--- config.mk ---
export PLATFORM = sky130hd
export DESIGN_NAME = step_pulse_gen_flat
export DESIGN_NICKNAME = d
export VERILOG_FILES = /design/src/rtl/step_pulse_gen_if.sv /design/src/rtl/step_pulse_gen.sv /design/src/flat_wrapper.sv
export SDC_FILE = /design/constraint.sdc
export NUM_CORES = 1
export LEC_CHECK = 0
export CORE_ASPECT_RATIO = 1.2
export CORE_MARGIN = 1
export CORE_UTILIZATION = 55
export CTS_BUF_LIST = sky130_fd_sc_hd__clkbuf_4
export DETAILED_ROUTE_END_ITERATION = 8
export GPL_ROUTABILITY_DRIVEN = 0
export PLACE_DENSITY = 0.75
export SLEW_MARGIN = 20
export SYNTH_ARGS = -nofsm -noshare
export SYNTH_HDL_FRONTEND = slang
export SYNTH_SLANG_ARGS = --single-unit
--- constraint.sdc ---
create_clock -name clk -period 6.5 [get_ports clk]
set_input_delay 1.625 -clock clk [delete_from_list [all_inputs] [get_ports clk]]
set_output_delay 1.625 -clock clk [all_outputs]
set_load 0.02 [all_outputs]
--- src/rtl/step_pulse_gen_if.sv ---
// step_pulse_gen_if
// Bundles the control inputs and step/timing outputs of step_pulse_gen.
//   mode        : 2-bit rate select (00 walk, 01 jog, 10 run, 11 hybrid)
//   start       : level enable for the generator
//   pulse       : one-cycle step strobe
//   second_clk  : 1 Hz square wave, falling edge marks the window boundary
//   second_tick : one-cycle strobe on the first cycle of each window
//   rate        : pulses programmed for the current window
// Modports: master drives mode/start (stimulus side), slave is the generator.
interface step_pulse_gen_if;
    logic [1:0] mode;
    logic       start;
    logic       pulse;
    logic       second_clk;
    logic       second_tick;
    logic [7:0] rate;

    modport master (
        output mode, start,
        input  pulse, second_clk, second_tick, rate
    );

    modport slave (
        input  mode, start,
        output pulse, second_clk, second_tick, rate
    );
endinterface

--- src/rtl/step_pulse_gen.sv ---
// step_pulse_gen
// Synthetic step source: emits exactly `rate` evenly metered pulses per
// CLK_HZ-cycle window, plus a 1 Hz second_clk whose falling edge ends
// each window and a second_tick strobe on the first cycle of each window.
// Ports:
//   clk   : system clock, rising edge
//   reset : synchronous, active-high
//   bus   : step_pulse_gen_if.slave (mode/start in; pulse/second_clk/
//           second_tick/rate out, all registered)
module step_pulse_gen #(
    parameter int unsigned CLK_HZ = 100_000_000
) (
    input  logic              clk,
    input  logic              reset,
    step_pulse_gen_if.slave   bus
);

    typedef enum logic [1:0] {
        ST_STOP,
        ST_FIXED,
        ST_HYBRID
    } state_t;

    state_t      r_state;
    state_t      w_state_nxt;
    logic [31:0] r_sec_cnt;
    logic [31:0] w_sec_nxt;
    logic [31:0] r_acc;
    logic [31:0] w_acc_nxt;
    logic [31:0] w_sum;
    logic [3:0]  r_hidx;
    logic [3:0]  w_hidx_nxt;
    logic [7:0]  r_rate;
    logic [7:0]  w_rate_nxt;
    logic        r_pulse;
    logic        r_second_clk;
    logic        r_second_tick;
    logic        w_wrap;
    logic        w_pulse_nxt;

    function automatic logic [7:0] f_hyb(input logic [3:0] idx);
        case (idx)
            4'd0:    return 8'd20;
            4'd1:    return 8'd33;
            4'd2:    return 8'd66;
            4'd3:    return 8'd27;
            4'd4:    return 8'd70;
            4'd5:    return 8'd30;
            4'd6:    return 8'd19;
            4'd7:    return 8'd30;
            4'd8:    return 8'd33;
            default: return 8'd69;
        endcase
    endfunction

    function automatic logic [7:0] f_fixed(input logic [1:0] m);
        case (m)
            2'b00:   return 8'd32;
            2'b01:   return 8'd64;
            default: return 8'd128;
        endcase
    endfunction

    always_comb begin
        w_wrap      = (r_sec_cnt == CLK_HZ - 1);
        w_sec_nxt   = w_wrap ? '0 : r_sec_cnt + 32'd1;
        w_state_nxt = r_state;
        w_hidx_nxt  = r_hidx;
        w_rate_nxt  = r_rate;

        // mode/start are only looked at on the last cycle of a window
        if (w_wrap) begin
            if (!bus.start) begin
                w_state_nxt = ST_STOP;
                w_rate_nxt  = '0;
            end else if (bus.mode == 2'b11) begin
                w_state_nxt = ST_HYBRID;
                if (r_state != ST_HYBRID)
                    w_hidx_nxt = '0;
                else if (r_hidx != 4'd9)
                    w_hidx_nxt = r_hidx + 4'd1;
                w_rate_nxt = f_hyb(w_hidx_nxt);
            end else begin
                w_state_nxt = ST_FIXED;
                w_rate_nxt  = f_fixed(bus.mode);
            end
        end

        w_sum = r_acc + {24'd0, r_rate};
        if (w_wrap || r_state == ST_STOP)
            w_acc_nxt = '0;
        else if (w_sum >= CLK_HZ)
            w_acc_nxt = w_sum - CLK_HZ;
        else
            w_acc_nxt = w_sum;

        // Overflow test is evaluated one cycle ahead on next-cycle state so
        // that pulse comes straight from a flop yet lines up with the
        // accumulator overflow of the cycle it is presented in.
        w_pulse_nxt = (w_state_nxt != ST_STOP) &&
                      ((w_acc_nxt + {24'd0, w_rate_nxt}) >= CLK_HZ);
    end

    always_ff @(posedge clk) begin
        if (reset) begin
            r_state       <= ST_STOP;
            r_sec_cnt     <= '0;
            r_acc         <= '0;
            r_hidx        <= '0;
            r_rate        <= '0;
            r_pulse       <= 1'b0;
            r_second_clk  <= 1'b0;
            r_second_tick <= 1'b0;
        end else begin
            r_state       <= w_state_nxt;
            r_sec_cnt     <= w_sec_nxt;
            r_acc         <= w_acc_nxt;
            r_hidx        <= w_hidx_nxt;
            r_rate        <= w_rate_nxt;
            r_pulse       <= w_pulse_nxt;
            r_second_clk  <= (w_sec_nxt >= CLK_HZ / 2);
            r_second_tick <= (w_sec_nxt == '0);
        end
    end

    assign bus.pulse       = r_pulse;
    assign bus.second_clk  = r_second_clk;
    assign bus.second_tick = r_second_tick;
    assign bus.rate        = r_rate;

endmodule

--- src/flat_wrapper.sv ---
// flat-port wrapper written by rule: the top's interface ports become plain ports
module step_pulse_gen_flat 
#(
    parameter int unsigned CLK_HZ = 100_000_000
)
  (clk, reset, bus_mode, bus_start, bus_pulse, bus_second_clk, bus_second_tick, bus_rate);
  step_pulse_gen_if bus_i ();
  input  logic clk;
  input  logic reset;
  input wire logic [$bits(bus_i.mode)-1:0] bus_mode;
  input wire logic [$bits(bus_i.start)-1:0] bus_start;
  output wire logic [$bits(bus_i.pulse)-1:0] bus_pulse;
  output wire logic [$bits(bus_i.second_clk)-1:0] bus_second_clk;
  output wire logic [$bits(bus_i.second_tick)-1:0] bus_second_tick;
  output wire logic [$bits(bus_i.rate)-1:0] bus_rate;
  assign bus_i.mode = bus_mode;
  assign bus_i.start = bus_start;
  assign bus_pulse = bus_i.pulse;
  assign bus_second_clk = bus_i.second_clk;
  assign bus_second_tick = bus_i.second_tick;
  assign bus_rate = bus_i.rate;
  step_pulse_gen #(.CLK_HZ(CLK_HZ)) u_core (.clk(clk), .reset(reset), .bus(bus_i));
endmodule
* Word level (Yosys, flattened, before mapping)
Memory sizes are Yosys's and may differ from the RTL's.
Cells that the tools add are included.
** Word-level totals
- Output and inout bits :: 11
- ROM bits :: 112
- Memories kept :: 1
- Bits in registers :: 81
- Input bits :: 5
** Cells by class
- Magnitude comparators :: 3
- Equality and inequality tests :: 5
- Reductions and logical operators :: 7
- Add/sub/neg operators :: 5
- Mux-type cells :: 15
** Memory list
- (no name shown) :: depth 16, width 7, rd ports 1, clocked after Yosys merged registers in 0, write ports 0, line step_pulse_gen.sv:42 : case (idx)
** Operators by type and width (number)
- 32-bit 2-to-1 mux :: 3
- 32-bit by 8-bit adder with 32-bit output :: 2
- 32-bit by 27-bit >= comparator with 1-bit output (second input constant) :: 2
- 32-bit by 1-bit adder with 32-bit output (second input constant) :: 1
- 32-bit by 27-bit equality test with 1-bit output (second input constant) :: 1
- 32-bit by 26-bit >= comparator with 1-bit output (second input constant) :: 1
- 32-bit zero test :: 1
- 32-bit by 27-bit subtractor with 32-bit output (second input constant) :: 1
- 8-bit 2-to-1 mux :: 3
- 4-bit 2-to-1 mux :: 5
- 8-bit one-hot mux with 2 select lines :: 1
- 2-bit 2-to-1 mux :: 3
- 4-bit by 1-bit adder with 4-bit output (second input constant) :: 1
- 2-bit zero test :: 2
- 4-bit inequality test (second input constant) :: 1
- 3-bit AND reduction :: 1
- 2-bit by 1-bit equality test with 1-bit output (second input constant) :: 1
- 2-bit equality test (second input constant) :: 1
- 2-bit inequality test (second input constant) :: 1
- 2-bit nonzero test :: 1
- 1-bit logical AND :: 1
- 1-bit logical OR :: 1

* Logic depth before layout (Yosys ltp)
Gate-level depths: netlist (run 1).
An unclocked memory read counts as a cell.
- Depth in word-level cells :: 13
- Gate-level depth with buffers :: 26

* Worst setup path after synthesis (run 1)
No wires, ideal clock.
- Path kind :: in2reg
- Start :: input bus_start
- End :: register u_core.r_pulse, in the netlist u_core.bus.pulse
- Data arrival time :: 5105 ps
- Stages :: 20
- Setup slack :: 1263 ps
- Cells stage by stage :: nand3_1 > or2_2 > clkbuf_1 > o21ai_0 > ha_1 > inv_1 > fa_1 > nor2b_1 > o21a_1 > o21a_1 > o21ai_0 > a21oi_1 > nand2_1 > a21oi_1 > and3_1 > nand2_1 > or4_1 > or4_1 > a21oi_1 > o211ai_1
** On the way
- Longest elaborated chain between the ends :: 5
- Elaborated cells between the ends (all ways) :: 8
** Ends and longest elaborated chain
- start: declaration :: line flat_wrapper.sv:11 : input wire logic [$bits(bus_i.start)-1:0] bus_start;
- 8-bit 2-to-1 mux :: line step_pulse_gen.sv:73 : if (!bus.start) begin
- 8-bit 2-to-1 mux :: line step_pulse_gen.sv:72 : if (w_wrap) begin
- via u_core.w_rate_nxt[0] :: line step_pulse_gen.sv:34 : logic [7:0] w_rate_nxt;
- 32-bit by 8-bit adder with 32-bit output :: line step_pulse_gen.sv:101 : ((w_acc_nxt + {24'd0, w_rate_nxt}) >= CLK_HZ);
- 32-bit by 27-bit >= comparator with 1-bit output :: line step_pulse_gen.sv:101
- 1-bit logical AND :: line step_pulse_gen.sv:100 : w_pulse_nxt = (w_state_nxt != ST_STOP) &&
- end signal: assignment :: line step_pulse_gen.sv:120 : r_pulse <= w_pulse_nxt;
- end: declaration :: line step_pulse_gen.sv:35 : logic r_pulse;
The timed path passes the listed nets, and every way through them passes these cells.
A chain may end at the register's enable or synchronous reset.

* Final worst setup path (run 1)
- Start :: register u_core.r_rate[6], in the netlist u_core.bus.rate[6]
- End :: register u_core.r_pulse, in the netlist u_core.bus.pulse
** On the way
- Longest elaborated chain between the ends :: 7
- Elaborated cells between the ends (all ways) :: 9
** Ends and longest elaborated chain
- start: declaration :: line step_pulse_gen.sv:33 : logic [7:0] r_rate;
- start signal: assignment :: line step_pulse_gen.sv:119 : r_rate <= w_rate_nxt;
- 32-bit by 8-bit adder with 32-bit output :: line step_pulse_gen.sv:89 : w_sum = r_acc + {24'd0, r_rate};
- 32-bit by 27-bit subtractor with 32-bit output or 32-bit by 27-bit >= comparator with 1-bit output (tied branches) :: line step_pulse_gen.sv:93, step_pulse_gen.sv:92
- 32-bit 2-to-1 mux :: line step_pulse_gen.sv:92 : else if (w_sum >= CLK_HZ)
- 32-bit 2-to-1 mux :: line step_pulse_gen.sv:90 : if (w_wrap || r_state == ST_STOP)
- 32-bit by 8-bit adder with 32-bit output * :: line step_pulse_gen.sv:101
- 32-bit by 27-bit >= comparator with 1-bit output * :: line step_pulse_gen.sv:101
- 1-bit logical AND * :: line step_pulse_gen.sv:100
Every way passes the cells marked *; elsewhere a longest branch is shown, timed or not.

==> metrics.cfg, run 1 <==
[sta]
grt_setup_unrepaired = false
worst_pin_slew_ns = 0.860
finalSetupTns_ns = 0
max_slew_margin = 0.420
setup_viol = 0
drv_slew = 0
skew_ns = 0.0134
fin_crit_sh = 0.891
hold_viol = 0
max_freq_mhz = 173
fin_crit_ns = 5.79

[critical_path]
critical-path-top-delay-family = simple AND/OR/NAND/NOR gates
required_ns = 6.82
cp-end-kind = register
path_cells = ha_1 > nand3_2 > o211ai_2 > nor2_2 > or4b_4 > xor2_1 > nand4_1 > nor2_1 > buf_4 > a21o_1 > mux2i_1 > nand4_2 > nor4_2 > xnor2_1 > or4_1 > a21oi_1 > o211ai_1
r2r-start = u_core.bus.rate[6]$_SDFF_PP0_
start_kind = register
critPathBufInv = 1
cp_max_fo = 13
path_class = register to register
arrival_ns = 6.12
max_stage_delay_ns = 0.59
critPathLaunch = u_core.bus.rate[6]$_SDFF_PP0_
slowest_stage = or4b_4

[synth]
synthArstFlopShare = 0
synthCells = 829
yosys_warnings = 0
yosysUniqueCellTypes = 80
synth_fa_ha_area_frac = 0.0577
synth.area.mux_share = 0.0144
synth_compound_area_frac = 0.190
synth_area_sq_um = 6340
yosys.area.top_type = dfxtp_1
syn_avg_cell_area_sq_um = 7.64
synth_fp_nets = 862
ys_top_cells_by_count = 130 x nor2_1, 81 x dfxtp_1, 81 x nand2_1, 51 x xnor2_1, 42 x xor2_1
synth_edf_count = 0
ys_seq_area_frac = 0.256
ys.flop_type = dfxtp_1
synth-seq-cells = 81
post-synth-top-count-cell = nor2_1
synth_top_area_share = 0.256
synthXorXnorAreaFrac = 0.129
synthSimpleGateAreaFrac = 0.320
synth_top_family_by_area = simple AND/OR/NAND/NOR gates
yosys-top-cells-area = dfxtp_1 26%, nor2_1 7.7%, xnor2_1 7.0%

[pwr]
p_clk_frac = 0.402
power_switching_mw = 0.202
leakagePower_nw = 2.41
combPwrFrac = 0.023
cellPowerDensity_nw_per_um2 = 128
p_int_mw = 0.667
p_total_mw = 0.869
peakVddDrop_mv = 0.0993
sequentialPowerShare = 0.575
swShare = 0.232

[clock_network]
cts_tree = done
clk_path_buf_depth = 2
ctsHoldBuffers = 0
post_cts_resized = 0
clock-sinks = 81
cts_root_buffer = clkbuf_4
cts.clk_slew.worst_paths_ns = 0.14
htreeDepth = 3
cts_buffers = 9
cts_setup_buffers = 0
clk_latency_ns = 0.43

[worst_hold_path]
hold_class = register to register
hp-start = u_core.r_sec_cnt[0]$_SDFF_PP0_

[grt]
grt_pass1_vias = 6014
grt_pass1_wl_microns = 28000
overflow = 0
grt_max_degree = 48
grt_use_total = 0.291
antenna_found_initial = 1

[job]
maxCapViolCount = 0

[place]
io_buffers = 15
hpwl_microns = 12900

[run_status]
outcome = finished clean

[routing]
drt-total-wl_microns = 16900
wl_per_cell_microns = 17.0
ant_nets = 0
firstDrtPassIters = 5
remaining_drc_errors = 0
vias = 6149
vias_per_cell = 6.20
first_iter_violations = 360

[die]
dieArea_sq_um = 12000
coreArea_sq_um = 11100
die_height_microns = 120
start_util = 0.569
io_pins = 16
die-width_microns = 100
fp-row-count = 42

[final_layout]
layout.nets = 864
area_growth_pct = 6.77
drive_gt1_frac = 0.0646

worst reg2reg max path, cell delays in order (launching register included):
cell and delay [ns]:
dfxtp_1 0.38, ha_1 0.44, nand3_2 0.17, o211ai_2 0.46, nor2_2 0.20, or4b_4 0.60, xor2_1 0.25, nand4_1 0.34
nor2_1 0.51, buf_4 0.31, a21o_1 0.19, mux2i_1 0.39, nand4_2 0.26, nor4_2 0.42, xnor2_1 0.13, or4_1 0.41
a21oi_1 0.16, o211ai_1 0.09
path summary, 6_finish.rpt:
check                                                      end  slack (ns)  cells past startpoint
worst max register to register     u_core.bus.pulse$_SDFF_PP0_        0.71                     17
worst max-delay path               u_core.bus.pulse$_SDFF_PP0_        0.71                     17
worst min-delay path            u_core.r_sec_cnt[0]$_SDFF_PP0_        0.48                      1
worst min register to register  u_core.r_sec_cnt[0]$_SDFF_PP0_        0.48                      1
per-stage QoR:
step                      hold WS (ns)  setup WS, ns  utilization  std cells  instance area [sq um]
after global routing             0.526         0.317        0.607        991                   6770
after floorplan                  0.430          1.26            -        829                   6340
final                            0.482         0.707        0.607        991                   6770
after detailed placement         0.453         0.440        0.592        974                   6600
after CTS                        0.486         0.784        0.607        990                   6760
after global placement           0.447         0.550        0.592        974                   6600
final cells by class:
| cell class | instances | area [sq um] |
|---|---|---|
| Inverter | 18 | 67.6 |
| Clock inverter | 6 | 90.1 |
| Timing Repair Buffer | 24 | 213 |
| Fill cell | 1073 | 4380 |
| Multi-Input combinational cell | 697 | 4500 |
| Clock buffer | 10 | 75.1 |
| Tap cell | 154 | 193 |
| Sequential cell | 81 | 1620 |
| Antenna cell | 1 | 2.50 |
routing by layer:
| metal | vias to the layer above | part of all wire | global-route usage |
|---|---|---|---|
| li1 | 2993 | - | - |
| met3 | 65 | 0.059 | 0.0483 |
| met5 | - | 0 | 0 |
| met2 | 216 | 0.48 | 0.498 |
| met4 | 0 | 0.045 | 0.153 |
| met1 | 2875 | 0.42 | 0.347 |
logic make-up (layout without fill, tap and decap cells):
family                     Yosys count  after routing
and+or+nand+nor                    399            399
buffers and inverters               51             58
muxes                                9              9
DFF                                 81             81
other                                0              1
AOI/OAI and AO/OA                  168            168
xor gates and xnor gates            93             93
adders and majority gates           28             28
flip-flops by register name, indices dropped and copies added, names as in the netlist:
register	cells
u_core.r_hidx	4
u_core.bus.rate	8
u_core.bus.second_clk	1
u_core.bus.second_tick	1
u_core.r_sec_cnt	32
u_core.r_state	2
u_core.r_acc	32
u_core.bus.pulse	1
power by group through the flow:
stage | Combinational, mW | Sequential [mW] | Clock (mW)
6_report | 0.0196 | 0.500 | 0.349
5_1_grt | 0.0224 | 0.501 | 0.374
4_1_cts | 0.0198 | 0.500 | 0.357
3_5_place_dp | 0.0197 | 0.511 | 0
3_3_place_gp | 0.0195 | 0.511 | 0
2_1_floorplan | 0.0120 | 0.511 | 0
placed cells by master (no fill, tap or decap), types with 4 or more instances in the layout:
cell type,n
nor4_1,11
o211ai_1,16
xor2_1,42
and4_1,7
a211oi_1,12
a21oi_1,39
nor3b_1,4
o21a_1,7
a21o_1,8
o21ai_1,4
nor4b_1,4
or3_1,8
nand4_1,27
dfxtp_1,81
o211a_1,4
clkbuf_4,10
and3_1,14
nor2_1,130
a31oi_1,4
ha_1,26
nand2b_1,9
clkdlybuf4s50_1,14
and2_1,12
xnor2_1,51
inv_1,18
nor2b_1,11
buf_4,9
nand3_1,34
nand2_1,81
o31ai_1,4
nor3_1,22
mux2i_1,8
o21ai_0,25
Note: power is estimated with default switching activity, not from simulation.
==> run 2, diff against run 1 <==
- CORE_MARGIN: 1 -> not set
==> results of run 2 <==
Same layout as run 1: the final DEF is identical, and so are final timing and power.
